==> config.mk <==
export PLATFORM = sky130hd
export DESIGN_NAME = ac_motor_pwm_decoder_flat
export DESIGN_NICKNAME = d
export VERILOG_FILES = /design/src/rtl/ac_motor_pkg.sv /design/src/rtl/ac_motor_pwm_decoder_if.sv /design/src/rtl/ac_motor_sat_counter.sv /design/src/rtl/ac_motor_pwm_decoder.sv /design/src/flat_wrapper.sv
export SDC_FILE = /design/constraint.sdc
export NUM_CORES = 1
export LEC_CHECK = 0
export ABC_AREA = 1
export CORE_ASPECT_RATIO = 1.25
export CORE_MARGIN = 2
export CORE_UTILIZATION = 25
export CTS_BUF_LIST = sky130_fd_sc_hd__clkbuf_2
export CTS_CLUSTER_DIAMETER = 40
export DETAILED_ROUTE_END_ITERATION = 6
export PLACE_DENSITY_LB_ADDON = 0.15
export SLEW_MARGIN = 20
export SYNTH_ARGS = -nofsm -noshare
export SYNTH_HDL_FRONTEND = slang
export SYNTH_SLANG_ARGS = --single-unit
==> constraint.sdc <==
create_clock -name clk -period 3.2 [get_ports clk]
set_input_delay 0.96 -clock clk [delete_from_list [all_inputs] [get_ports clk]]
set_output_delay 0.96 -clock clk [all_outputs]
set_load 0.01 [all_outputs]
==> src/rtl/ac_motor_pkg.sv <==
// Shared types and sizing for the AC motor PWM decoder: FSM state encoding,
// default counter width and the derived signed duty width.
package ac_motor_pkg;

  localparam int CNT_W_DEF = 16;

  typedef enum logic [1:0] {
    IDLE  = 2'd0,
    SYNC  = 2'd1,
    MEAS  = 2'd2,
    FAULT = 2'd3
  } state_t;

  // Duty is a signed difference of two CNT_W-bit counts.
  function automatic int duty_w(input int cnt_w);
    return cnt_w + 1;
  endfunction

endpackage

==> src/rtl/ac_motor_pwm_decoder_if.sv <==
// PWM observation bus into the decoder plus its per-period result bus.
interface ac_motor_pwm_decoder_if #(
  parameter int CNT_W = 16
) ();
  import ac_motor_pkg::*;

  logic                            period_start;
  logic                            out1;
  logic                            out2;
  logic                            en1;
  logic                            en2;
  logic signed [duty_w(CNT_W)-1:0] duty;
  logic [CNT_W-1:0]                period;
  logic                            duty_valid;

  // duty_valid is a one-cycle strobe with no ready/backpressure: a consumer
  // must take duty/period on the pulse; both hold their value between pulses.
  modport master (
    output period_start, out1, out2, en1, en2,
    input  duty, period, duty_valid
  );

  modport slave (
    input  period_start, out1, out2, en1, en2,
    output duty, period, duty_valid
  );
endinterface

==> src/rtl/ac_motor_sat_counter.sv <==
// Up-counter with synchronous load and saturation at all-ones.
module ac_motor_sat_counter #(
  parameter int W = 16
) (
  input  logic         clk,
  input  logic         rst_n,
  input  logic         load,
  input  logic [W-1:0] load_val,
  input  logic         inc,
  output logic [W-1:0] count
);

  always_ff @(posedge clk or negedge rst_n) begin
    if (!rst_n) begin
      count <= '0;
    end else if (load) begin
      count <= load_val;
    end else if (inc && (count != {W{1'b1}})) begin
      count <= count + 1'b1;
    end
  end

endmodule

==> src/rtl/ac_motor_pwm_decoder.sv <==
// Recovers per-carrier-period signed duty from a gated PWM pair; flags
// shoot-through and missing carrier. AC_MOTOR_PWM_DECODER_AVG_EN enables 4-period averaging.
module ac_motor_pwm_decoder
  import ac_motor_pkg::*;
#(
  parameter int CNT_W      = CNT_W_DEF,
  parameter int MAX_PERIOD = 50000
) (
  input  logic                       clk,
  input  logic                       rst_n,
  input  logic                       enable,
  ac_motor_pwm_decoder_if.slave      bus,
  output logic                       shoot_fault,
  output logic                       timeout_fault,
  output logic [1:0]                 state
);

  localparam int DW = duty_w(CNT_W);
  localparam logic [CNT_W-1:0] MAX_CNT = CNT_W'(MAX_PERIOD);

  state_t state_q, state_d;

  logic a1, a2, shoot, strobe, over;
  logic cnt_load, cnt_restart, cnt_inc;
  logic capture, set_shoot, set_tmo, clr_fault;
  logic [CNT_W-1:0] cnt_p, cnt1, cnt2;
  logic [CNT_W-1:0] lv_p, lv_1, lv_2;
  logic signed [DW-1:0] raw_duty;
  logic signed [DW-1:0] duty_q;
  logic [CNT_W-1:0]     period_q;
  logic                 valid_q;

  assign a1       = bus.out1 & bus.en1;
  assign a2       = bus.out2 & bus.en2;
  assign shoot    = a1 & a2;
  assign strobe   = bus.period_start;
  assign over     = (cnt_p >= MAX_CNT);
  assign raw_duty = $signed({1'b0, cnt1}) - $signed({1'b0, cnt2});

  always_ff @(posedge clk or negedge rst_n) begin
    if (!rst_n) state_q <= IDLE;
    else        state_q <= state_d;
  end

  always_comb begin
    state_d     = state_q;
    cnt_load    = 1'b0;
    cnt_restart = 1'b0;
    cnt_inc     = 1'b0;
    capture     = 1'b0;
    set_shoot   = 1'b0;
    set_tmo     = 1'b0;
    clr_fault   = 1'b0;
    case (state_q)
      IDLE: begin
        cnt_load = 1'b1;
        if (enable) state_d = SYNC;
      end
      SYNC: begin
        if (shoot) begin
          set_shoot = 1'b1;
          state_d   = FAULT;
        end else if (strobe) begin
          // The strobe cycle belongs to the new period, so the first full
          // period measures the same length as every later one.
          cnt_load    = 1'b1;
          cnt_restart = 1'b1;
          state_d     = MEAS;
        end
      end
      MEAS: begin
        set_shoot = shoot;
        set_tmo   = over && !strobe;
        if (shoot || set_tmo) begin
          state_d = FAULT;
        end else if (strobe) begin
          capture     = 1'b1;
          cnt_load    = 1'b1;
          cnt_restart = 1'b1;
        end else begin
          cnt_inc = 1'b1;
        end
      end
      FAULT: begin
      end
      default: state_d = IDLE;
    endcase
    if (!enable) begin
      state_d     = IDLE;
      cnt_load    = 1'b1;
      cnt_restart = 1'b0;
      cnt_inc     = 1'b0;
      capture     = 1'b0;
      set_shoot   = 1'b0;
      set_tmo     = 1'b0;
      clr_fault   = 1'b1;
    end
  end

  assign lv_p = cnt_restart ? CNT_W'(1) : '0;
  assign lv_1 = {{(CNT_W-1){1'b0}}, cnt_restart & a1};
  assign lv_2 = {{(CNT_W-1){1'b0}}, cnt_restart & a2};

  ac_motor_sat_counter #(.W(CNT_W)) u_cnt_p (
    .clk(clk), .rst_n(rst_n), .load(cnt_load), .load_val(lv_p),
    .inc(cnt_inc), .count(cnt_p)
  );

  ac_motor_sat_counter #(.W(CNT_W)) u_cnt_1 (
    .clk(clk), .rst_n(rst_n), .load(cnt_load), .load_val(lv_1),
    .inc(cnt_inc & a1), .count(cnt1)
  );

  ac_motor_sat_counter #(.W(CNT_W)) u_cnt_2 (
    .clk(clk), .rst_n(rst_n), .load(cnt_load), .load_val(lv_2),
    .inc(cnt_inc & a2), .count(cnt2)
  );

  always_ff @(posedge clk or negedge rst_n) begin
    if (!rst_n) begin
      shoot_fault   <= 1'b0;
      timeout_fault <= 1'b0;
    end else if (clr_fault) begin
      shoot_fault   <= 1'b0;
      timeout_fault <= 1'b0;
    end else begin
      shoot_fault   <= shoot_fault | set_shoot;
      timeout_fault <= timeout_fault | set_tmo;
    end
  end

`ifdef AC_MOTOR_PWM_DECODER_AVG_EN
  logic signed [DW-1:0]      hist [4];
  logic signed [CNT_W+2:0]   sum_q, sum_d, raw_ext, old_ext, avg_full;
  logic [2:0]                fill_q;

  assign raw_ext  = {{2{raw_duty[DW-1]}}, raw_duty};
  assign old_ext  = {{2{hist[3][DW-1]}}, hist[3]};
  assign sum_d    = sum_q + raw_ext - old_ext;
  assign avg_full = sum_d >>> 2;

  always_ff @(posedge clk or negedge rst_n) begin
    if (!rst_n) begin
      for (int i = 0; i < 4; i++) hist[i] <= '0;
      sum_q    <= '0;
      fill_q   <= '0;
      duty_q   <= '0;
      period_q <= '0;
      valid_q  <= 1'b0;
    end else begin
      valid_q <= capture && (fill_q >= 3'd3);
      if (state_q == IDLE) begin
        for (int i = 0; i < 4; i++) hist[i] <= '0;
        sum_q  <= '0;
        fill_q <= '0;
      end else if (capture) begin
        hist[0] <= raw_duty;
        for (int i = 1; i < 4; i++) hist[i] <= hist[i-1];
        sum_q  <= sum_d;
        fill_q <= (fill_q == 3'd4) ? fill_q : fill_q + 3'd1;
        if (fill_q >= 3'd3) begin
          duty_q   <= avg_full[DW-1:0];
          period_q <= cnt_p;
        end
      end
    end
  end
`else
  always_ff @(posedge clk or negedge rst_n) begin
    if (!rst_n) begin
      duty_q   <= '0;
      period_q <= '0;
      valid_q  <= 1'b0;
    end else begin
      valid_q <= capture;
      if (capture) begin
        duty_q   <= raw_duty;
        period_q <= cnt_p;
      end
    end
  end
`endif

  assign bus.duty       = duty_q;
  assign bus.period     = period_q;
  assign bus.duty_valid = valid_q;
  assign state          = state_q;

endmodule
==> src/flat_wrapper.sv <==
// flat-port wrapper written by rule: the top's interface ports become plain ports
module ac_motor_pwm_decoder_flat import ac_motor_pkg::*;
#(
  parameter int CNT_W      = CNT_W_DEF,
  parameter int MAX_PERIOD = 50000
)
  (clk, rst_n, enable, shoot_fault, timeout_fault, state, bus_period_start, bus_out1, bus_out2, bus_en1, bus_en2, bus_duty, bus_period, bus_duty_valid);
  ac_motor_pwm_decoder_if #(.CNT_W(CNT_W)) bus_i ();
  input  logic clk;
  input  logic rst_n;
  input  logic enable;
  output logic shoot_fault;
  output logic timeout_fault;
  output logic [1:0] state;
  input wire logic [$bits(bus_i.period_start)-1:0] bus_period_start;
  input wire logic [$bits(bus_i.out1)-1:0] bus_out1;
  input wire logic [$bits(bus_i.out2)-1:0] bus_out2;
  input wire logic [$bits(bus_i.en1)-1:0] bus_en1;
  input wire logic [$bits(bus_i.en2)-1:0] bus_en2;
  output wire logic [$bits(bus_i.duty)-1:0] bus_duty;
  output wire logic [$bits(bus_i.period)-1:0] bus_period;
  output wire logic [$bits(bus_i.duty_valid)-1:0] bus_duty_valid;
  assign bus_i.period_start = bus_period_start;
  assign bus_i.out1 = bus_out1;
  assign bus_i.out2 = bus_out2;
  assign bus_i.en1 = bus_en1;
  assign bus_i.en2 = bus_en2;
  assign bus_duty = bus_i.duty;
  assign bus_period = bus_i.period;
  assign bus_duty_valid = bus_i.duty_valid;
  ac_motor_pwm_decoder #(.CNT_W(CNT_W), .MAX_PERIOD(MAX_PERIOD)) u_core (.clk(clk), .rst_n(rst_n), .enable(enable), .bus(bus_i), .shoot_fault(shoot_fault), .timeout_fault(timeout_fault), .state(state));
endmodule
# After elaboration in Yosys (flattened, before gate mapping)
# Cells that the tools add are included.
# W data, S select, Z words.
dict set report op_classes {
  addsub 4
  magnitude_cmp 1
  n_eq_ne 8
  mux 32
  bitwise 9
  reduce_logical 11
}
# operator n
set ops {}
lappend ops {{$mux W16} 6}
lappend ops {{$add A16 B1 Y16 const B} 3}
lappend ops {{$ne A16 B16 Y1 const B} 3}
lappend ops {{$mux W1} 18}
lappend ops {{$sub A16 B16 Y17} 1}
lappend ops {{$ge A16 B16 Y1 const B} 1}
lappend ops {{$mux W2} 4}
lappend ops {{$and A1 B1 Y1} 7}
lappend ops {{$pmux W2 S3} 1}
lappend ops {{$reduce_bool A2 Y1} 3}
lappend ops {{$logic_and A1 B1 Y1} 4}
lappend ops {{$ne A4 B1 Y1 const B} 1}
lappend ops {{$ne A4 B3 Y1 const B} 1}
lappend ops {{$pmux W1 S2} 2}
lappend ops {{$ne A3 B2 Y1 const B} 1}
lappend ops {{$pmux W1 S3} 1}
lappend ops {{$reduce_and A3 Y1} 1}
lappend ops {{$eq A2 B1 Y1 const B} 1}
lappend ops {{$eq A2 B2 Y1 const B} 1}
lappend ops {{$logic_not A2 Y1} 1}
lappend ops {{$or A1 B1 Y1} 2}
lappend ops {{$logic_not A1 Y1} 1}
lappend ops {{$logic_or A1 B1 Y1} 1}
dict set report totals {
  register_bits 86
  in_bits 8
  output_inout_bits 38
  word_cells 74
}

# Logic depth before layout (Yosys ltp)
# Gate-level depths: netlist of run 1.
dict set report depth {
  depth_word 10
  ltp_mapped 13
}

# Modules after synthesis
# A second synthesis of run 1 with hierarchy kept.
dict set report unflattened {
  cells_unflattened 968
  area_unflattened_um2 6352.3
}
# module instances cells_per_inst area_each_um2
set by_module_without_submodules {}
lappend by_module_without_submodules {ac_motor_sat_counter 3 187 1206.2}
lappend by_module_without_submodules {ac_motor_pwm_decoder 1 407 2733.9}

# Worst setup path before layout of run 1
# No wires, ideal clock.
dict set report synth_timing {
  kind {input to register}
  startpoint {input bus_out1}
  endpoint {register u_core.u_cnt_1.count[10]}
  arrival_ns 2.007
  required_ns 3.083
  slack_ns 1.077
  cell_stages 9
  path_buffers 1
  path_cell_list {nand2_1 -> inv_2 -> nand2_1 -> nand3_2 -> nor3_4 -> nand2_4 -> buf_6 -> nand3_2 -> nand2_1}
}
dict set report synth_between {
  elab_chain_len 9
}
# element line_no
set synth_lines {}
lappend synth_lines {{from (decl)} flat_wrapper.sv:16} ;# input wire logic [$bits(bus_i.out1)-1:0] bus_out1;
lappend synth_lines {{$and A1 B1 Y1 *} ac_motor_pwm_decoder.sv:33} ;# assign a1 = bus.out1 & bus.en1;
lappend synth_lines {{$and A1 B1 Y1} ac_motor_pwm_decoder.sv:35} ;# assign shoot = a1 & a2;
lappend synth_lines {{$logic_or A1 B1 Y1} ac_motor_pwm_decoder.sv:74} ;# if (shoot || set_tmo) begin
lappend synth_lines {{$mux W1} ac_motor_pwm_decoder.sv:74}
lappend synth_lines {{$mux W1} ac_motor_pwm_decoder.sv:54} ;# case (state_q)
lappend synth_lines {{$mux W1} ac_motor_pwm_decoder.sv:88} ;# if (!enable) begin
lappend synth_lines {{$and A1 B1 Y1} ac_motor_pwm_decoder.sv:111} ;# .inc(cnt_inc & a1), .count(cnt1)
lappend synth_lines {{$logic_and A1 B1 Y1} ac_motor_sat_counter.sv:18} ;# end else if (inc && (count != {W{1'b1}})) begin
lappend synth_lines {{$reduce_bool A2 Y1 (no source line)} n/a}
lappend synth_lines {{to (signal assigned)} ac_motor_sat_counter.sv:17} ;# count <= load_val;
lappend synth_lines {{to (signal assigned)} ac_motor_sat_counter.sv:19} ;# count <= count + 1'b1;
lappend synth_lines {{to (decl)} ac_motor_sat_counter.sv:10} ;# output logic [W-1:0] count
# Every way passes the cells marked *; elsewhere a longest branch is shown, timed or not.
# A chain may end at the register's enable or synchronous reset.

# Worst setup path after layout of run 1
dict set report layout_timing {
  startpoint {register u_core.state_q[0] (netlist: u_core.state[0])}
  endpoint {output state[0]}
}
# element line_no
set layout_lines {}
lappend layout_lines {{from (decl)} ac_motor_pwm_decoder.sv:21} ;# state_t state_q, state_d;
lappend layout_lines {{from (signal assigned)} ac_motor_pwm_decoder.sv:42} ;# else state_q <= state_d;
lappend layout_lines {{to (decl)} flat_wrapper.sv:14} ;# output logic [1:0] state;
# No word-level cell between the ends.

==> results of run 1 <==
-- worst max path at each step --
stage | to | slack [ns]
after floorplan | u_core.u_cnt_1.count[10] | 1.08
after global placement | u_core.u_cnt_2.count[15] | 0.35
after detailed placement | u_core.u_cnt_1.count[2] | 0.36
after CTS | state[0] | 0.50
after global routing | state[1] | 0.48
final | state[0] | 0.58
-- cells in the mapped netlist --
| library cell | count | area [um^2] |
|---|---|---|
| inv_4 | 1 | 6.26 |
| nor3_4 | 2 | 32.5 |
| and2_1 | 2 | 12.5 |
| xor2_1 | 38 | 333 |
| buf_2 | 8 | 40.0 |
| nand2_1 | 215 | 807 |
| clkinv_1 | 1 | 3.75 |
| a21oi_1 | 15 | 75.1 |
| dfrtp_1 | 86 | 2150 |
| nand4_2 | 1 | 12.5 |
| inv_1 | 62 | 233 |
| nor2_2 | 3 | 18.8 |
| nand3_2 | 21 | 210 |
| o211ai_1 | 1 | 7.51 |
| nand3_1 | 65 | 325 |
| nor3_1 | 14 | 70.1 |
| o21ai_0 | 23 | 115 |
| ha_1 | 24 | 300 |
| buf_6 | 6 | 67.6 |
| o21ai_1 | 32 | 160 |
| inv_2 | 9 | 33.8 |
| a21boi_0 | 1 | 7.51 |
| nor2_1 | 64 | 240 |
| nor2_4 | 2 | 22.5 |
| nand2_2 | 7 | 43.8 |
| a21o_1 | 1 | 7.51 |
| nand3b_1 | 25 | 188 |
| o21bai_1 | 2 | 15.0 |
| nand4_1 | 9 | 56.3 |
| clkbuf_1 | 5 | 18.8 |
| buf_4 | 2 | 15.0 |
| xnor2_1 | 6 | 52.6 |
| nand2_4 | 2 | 22.5 |
| fa_1 | 1 | 20.0 |
| buf_1 | 1 | 3.75 |
-- per-layer routing --
layer	routed length (um)	part of all wire, %
met2	8200	53
met1	6620	43
met5	0	0
met4	305	2.0
met3	392	2.5
-- state kept, by name, summed over array words and instances (netlist names) --
name / count
u_core.bus.duty: 17
u_core.bus.period: 16
u_core.u_cnt_1.count: 16
u_core.u_cnt_2.count: 16
u_core.u_cnt_p.count: 16
u_core.state: 2
u_core.bus.duty_valid: 1
u_core.shoot_fault: 1
u_core.timeout_fault: 1
-- power by group through the flow --
stage	logic (uW)	clock network [uW]	registers, uW
2_1_floorplan	591	0	1350
3_3_place_gp	1040	0	1320
3_5_place_dp	1040	0	1320
4_1_cts	1050	714	1300
5_1_grt	1160	758	1320
6_report	1020	675	1300
-- kinds of logic (layout without fill, tap and decap cells) --
| logic type | count (synthesis) | in the layout | synth area share, % |
|---|---|---|---|
| xor+xnor | 44 | 44 | 6.73 |
| simple gates | 432 | 432 | 36.0 |
| flops | 86 | 86 | 37.6 |
| fa+ha+maj | 25 | 25 | 5.59 |
| buf+inv | 95 | 143 | 7.36 |
| compound gates | 75 | 75 | 6.77 |
| other cells | 0 | 1 | 0 |
-- metrics by stage --
stage | std cells | setup WS (ns) | util, % | power (uW)
detailed placement | 1072 | 0.356 | 29.0 | 2370
finish | 1089 | 0.583 | 29.6 | 2990
CTS | 1088 | 0.500 | 29.6 | 3060
global placement | 1072 | 0.354 | 29.0 | 2360
global route | 1089 | 0.477 | 29.6 | 3230
floorplan | 757 | 1.08 | - | 1940
-- cell type report --
class	instances	area [um^2]
timing repair buffer	54	553
antenna	1	2.50
inverter	73	277
tap	283	354
clock buffer	9	45.0
clock inverter	7	86.3
fill	2471	15700
multi-input combinational	576	3160
sequential	86	2150
==> reports/qor.csv, run 1 <==
metric;value;unit
finalMaxSlewViolations;0;
worstSetupStartpointType;register;
clkLatencyLatePin;0.67;ns
core_area;0.0224;mm^2
cap_violations;0;
slowest_delay;0.56;ns
crit_fanout;5;
mostFrequentLayoutCells;nand2_1, dfrtp_1, nand3_1;
cts_root_buffer;clkbuf_2;
die_w;139;um
fin_crit;2.62;ns
reg2regPathDepth;11;
dieArea;0.0242;mm^2
synthesis.nets;790;
final_common_cell;nand2_1;
yosys_warnings;0;
p_leak;0.00300;uW
setup.worst_path.start;u_core.state[0];
drt_wl_total;15500;um
worstMarginPinSlew;0.552;ns
post-route-drc-count;0;
grt_pass1_wl;25800;um
p_clk_share;22.5;%
power.switching;1180;uW
path_cells;clkdlybuf4s50_1;
grt_pass1_vias;4949;
rsz0062_at_grt;false;
grt_use_met1;15.7;%
regToRegStartpoint;u_core.u_cnt_1.count[0];
gr-total-overflow;0;
top_usage_layer;met2;
drtAntennaViolNets;0;
arrival;1.66;ns
drtIter0Drc;163;
cts_resized;0;
setup_tns;0;ns
viasPerCell;4.53;
cp-end-kind;output port;
yosysUniqueCellTypes;35;
switching_share;39.4;%
drive_above_1_share;9.19;%
path_buf_inv;1;
ioPinCount;46;
crit_family;buffers and inverters;
cts_buffer_depth;2;
fin_hold_ws;0.224;ns
dr.pass1.iters;4;
status;completed;
cts_hold_buf;0;
areaGrowthSynthToFinish;15.6;%
post_synth.cell_area_avg;7.57;um^2
track_usage;13.4;%
clock_skew;0.0625;ns
cts_tree;yes;
finalHoldViolations;0;
fmax;382;MHz
dp_hpwl;11800;um
synth-seq-area-share;37.6;%
syn_area;0.00573;mm^2
cts.reportedPaths.clkPinSlew;0.30;ns
clock_sinks;86;
ys_seq_elements;86;
rows;61;
post_cts_buffers;0;
syn_inst;757;
place_area;0.00649;mm^2
crit_slowest_cell;clkdlybuf4s50_1;
power_frac_seq;43.3;%
hp-class;in -> async;
power.density;452;mW/mm^2
fin_area;0.00663;mm^2
comb_power_share;34.1;%
met2_usage;24.7;%
fin_nets;833;
start_util;25.6;%
r2r-end;u_core.bus.duty[16];
irDropWorstVdd;0.000209;V
timing.final.crit_share;81.8;%
wire_per_inst;14.3;um
crit_type;reg -> out;
gp_congestion;0.819;
required;2.24;ns
cp.depth;1;
vias;4929;
htreeDepth;3;
grt_max_degree;70;
antenna_found_initial;1;
r2r_setup_slack;0.94;ns
p_int;1820;uW
cts_buffers;9;
numPortBuffers;45;
setup_viol;0;
grt_use_met3;1.96;%
maxSlewHeadroom;63.2;%
die_y;173;um
No activity file was read; power rests on OpenSTA's default activity.
==> run 2: changes to the inputs <==
==> constraint.sdc (replaced) <==
create_clock -name clk -period 2.6 [get_ports clk]
set_input_delay 0.78 -clock clk [delete_from_list [all_inputs] [get_ports clk]]
set_output_delay 0.78 -clock clk [all_outputs]
set_load 0.01 [all_outputs]
==> run 2 against run 1 <==
  * Setup slack lost 0.43 ns
  * Critical endpoint unchanged
  * Die area unchanged
  * Critical path type unchanged
  * Cell area grew 2.6%
  * Routed wire length rose by 1.4%
==> reports/qor.csv, run 2 (same netlist as run 1, synthesis figures left out) <==
metric;value;unit;change
status;completed;;
slowest_delay;0.57;ns;about the same
grt_pass1_wl;25800;um;about the same
wl_met1;6730;um;+1.7%
r2r-end;u_core.bus.duty[16];;
cts_buffer_depth;2;;unchanged
final_common_cell;nand2_1;;
maxSlewHeadroom;70.0;%;+6.8 points
power.density;566;mW/mm^2;+25%
post-place-ws;0.0300;ns;-0.326 ns
hp-class;reg -> reg;;
fmax;409;MHz;
largest_reg_flops;17;;unchanged
clock_skew;0.0476;ns;-0.0148 ns
worstMarginPinSlew;0.446;ns;-0.106 ns
cts_resized;0;;unchanged
wl_met2;8290;um;+1.1%
rsz0062_at_grt;false;;
cts_tree;yes;;
grt_pass1_vias;4939;;-0.20%
die_w;139;um;unchanged
finalHoldViolations;0;;unchanged
holdPathStages;2;;
gp_congestion;0.859;;+4.9%
ioPinCount;46;;unchanged
reg2regPathDepth;11;;unchanged
fin_crit;2.45;ns;
required;1.82;ns;-0.42 ns
drtIter0Drc;202;;+24%
min_to;u_core.bus.period[10];;
rows;61;;unchanged
antenna_found_initial;1;;unchanged
hold_path_startpoint;u_core.bus.period[10];;
post_cts_buffers;0;;unchanged
cts.reportedPaths.clkPinSlew;0.25;ns;-0.05 ns
start_util;25.6;%;unchanged
clock_sinks;86;;unchanged
fin_nets;848;;+1.8%
worstSetupStartpointType;register;;
grt_max_degree;56;;-20%
gr-total-overflow;0;;unchanged
irDropWorstVdd;0.000225;V;+8.0%
instances_no_fill;1104;;+1.4%
vias;4940;;+0.22%
cts_root_buffer;clkbuf_2;;
drtAntennaViolNets;0;;unchanged
utilization;30.4;%;+0.78 points
r2r_setup_slack;0.37;ns;-0.57 ns
crit_slowest_cell;clkdlybuf4s50_1;;
fillers;2448;;-0.93%
route.met3.wl;370;um;-5.6%
finalMaxSlewViolations;0;;unchanged
place_area;0.00663;mm^2;+2.2%
setup_viol;0;;unchanged
dieArea;0.0242;mm^2;unchanged
crit_fanout;5;;unchanged
cp-end-kind;output port;;
wire_per_inst;14.2;um;about the same
fin_area;0.00680;mm^2;+2.6%
clkLatencyLatePin;0.66;ns;about the same
numPortBuffers;45;;unchanged
arrival;1.67;ns;about the same
path_cells;clkdlybuf4s50_1;;
cts_buffers;9;;unchanged
viasPerCell;4.47;;-1.1%
setup_tns;0;ns;unchanged
path_buf_inv;1;;unchanged
regToRegStartpoint;u_core.u_cnt_1.count[0];;
place_inst;1086;;+1.3%
drive_above_1_share;10.7;%;+1.5 points
die_y;173;um;unchanged
p_leak;0.00310;uW;+3.4%
cts_hold_buf;1;;+1
dp_hpwl;11800;um;+0.26%
core_area;0.0224;mm^2;unchanged
track_usage;13.4;%;unchanged
crit_type;reg -> out;;
timing.final.crit_share;94.1;%;
top_layer_used;met4;;
cap_violations;0;;unchanged
crit_family;buffers and inverters;;
htreeDepth;3;;unchanged
post-route-drc-count;0;;unchanged
setup_slack;0.153;ns;-0.430 ns
areaGrowthSynthToFinish;18.7;%;
dr.pass1.iters;6;;+2
drt_wl_total;15700;um;+1.4%
mostFrequentLayoutCells;nand2_1, dfrtp_1, nand3_1;;
==> run 2: layout make-up <==
| class | instances | area (um^2) | area share (%) |
|---|---|---|---|
| diodes | 1 | 2.50 | 0.0368 |
| clock buffers | 9 | 45.0 | 0.662 |
| clock inverters | 7 | 109 | 1.60 |
| inverters | 73 | 277 | 4.07 |
| multi-input cells | 576 | 3160 | 46.4 |
| flip-flops and latches | 86 | 2150 | 31.6 |
| well taps | 283 | 354 | 5.21 |
| repair buffers | 69 | 706 | 10.4 |
==> run 2: worst max path at each step <==
stage,startpoint,endpoint,slack [ns],depth (start not counted)
floorplan,bus_out1,u_core.u_cnt_1.count[10],0.66,9
global placement,bus_out1,u_core.u_cnt_2.count[15],0.07,9
detailed placement,bus_out1,u_core.u_cnt_2.count[2],0.03,10
CTS,u_core.state[0],state[0],0.08,1
global route,u_core.state[0],state[0],0.05,1
finish,u_core.state[0],state[0],0.15,1
==> run 2: report_power, final <==
| part | total [uW] | leakage (uW) | switching, uW | internal (uW) |
|---|---|---|---|---|
| clock network | 938 | 0.0000913 | 594 | 344 |
| logic | 1320 | 0.00182 | 777 | 546 |
| registers | 1590 | 0.00119 | 104 | 1480 |
| total | 3850 | 0.00310 | 1470 | 2370 |
==> run 2: routing by layer <==
| metal | track usage (%) | up-vias |
|---|---|---|
| li1 | - | 2573 |
| met1 | 15.4 | 2290 |
| met2 | 24.9 | 56 |
| met3 | 2.49 | 21 |
| met4 | 4.17 | 0 |
| met5 | 0 | - |
==> run 2: per-stage QoR <==
stage          total power, uW  hold WS [ns]
3_5_place_dp              2970         0.466
6_report                  3850         0.516
3_3_place_gp              2960         0.463
4_1_cts                   3930         0.488
2_1_floorplan             2390         0.469
5_1_grt                   4120         0.501
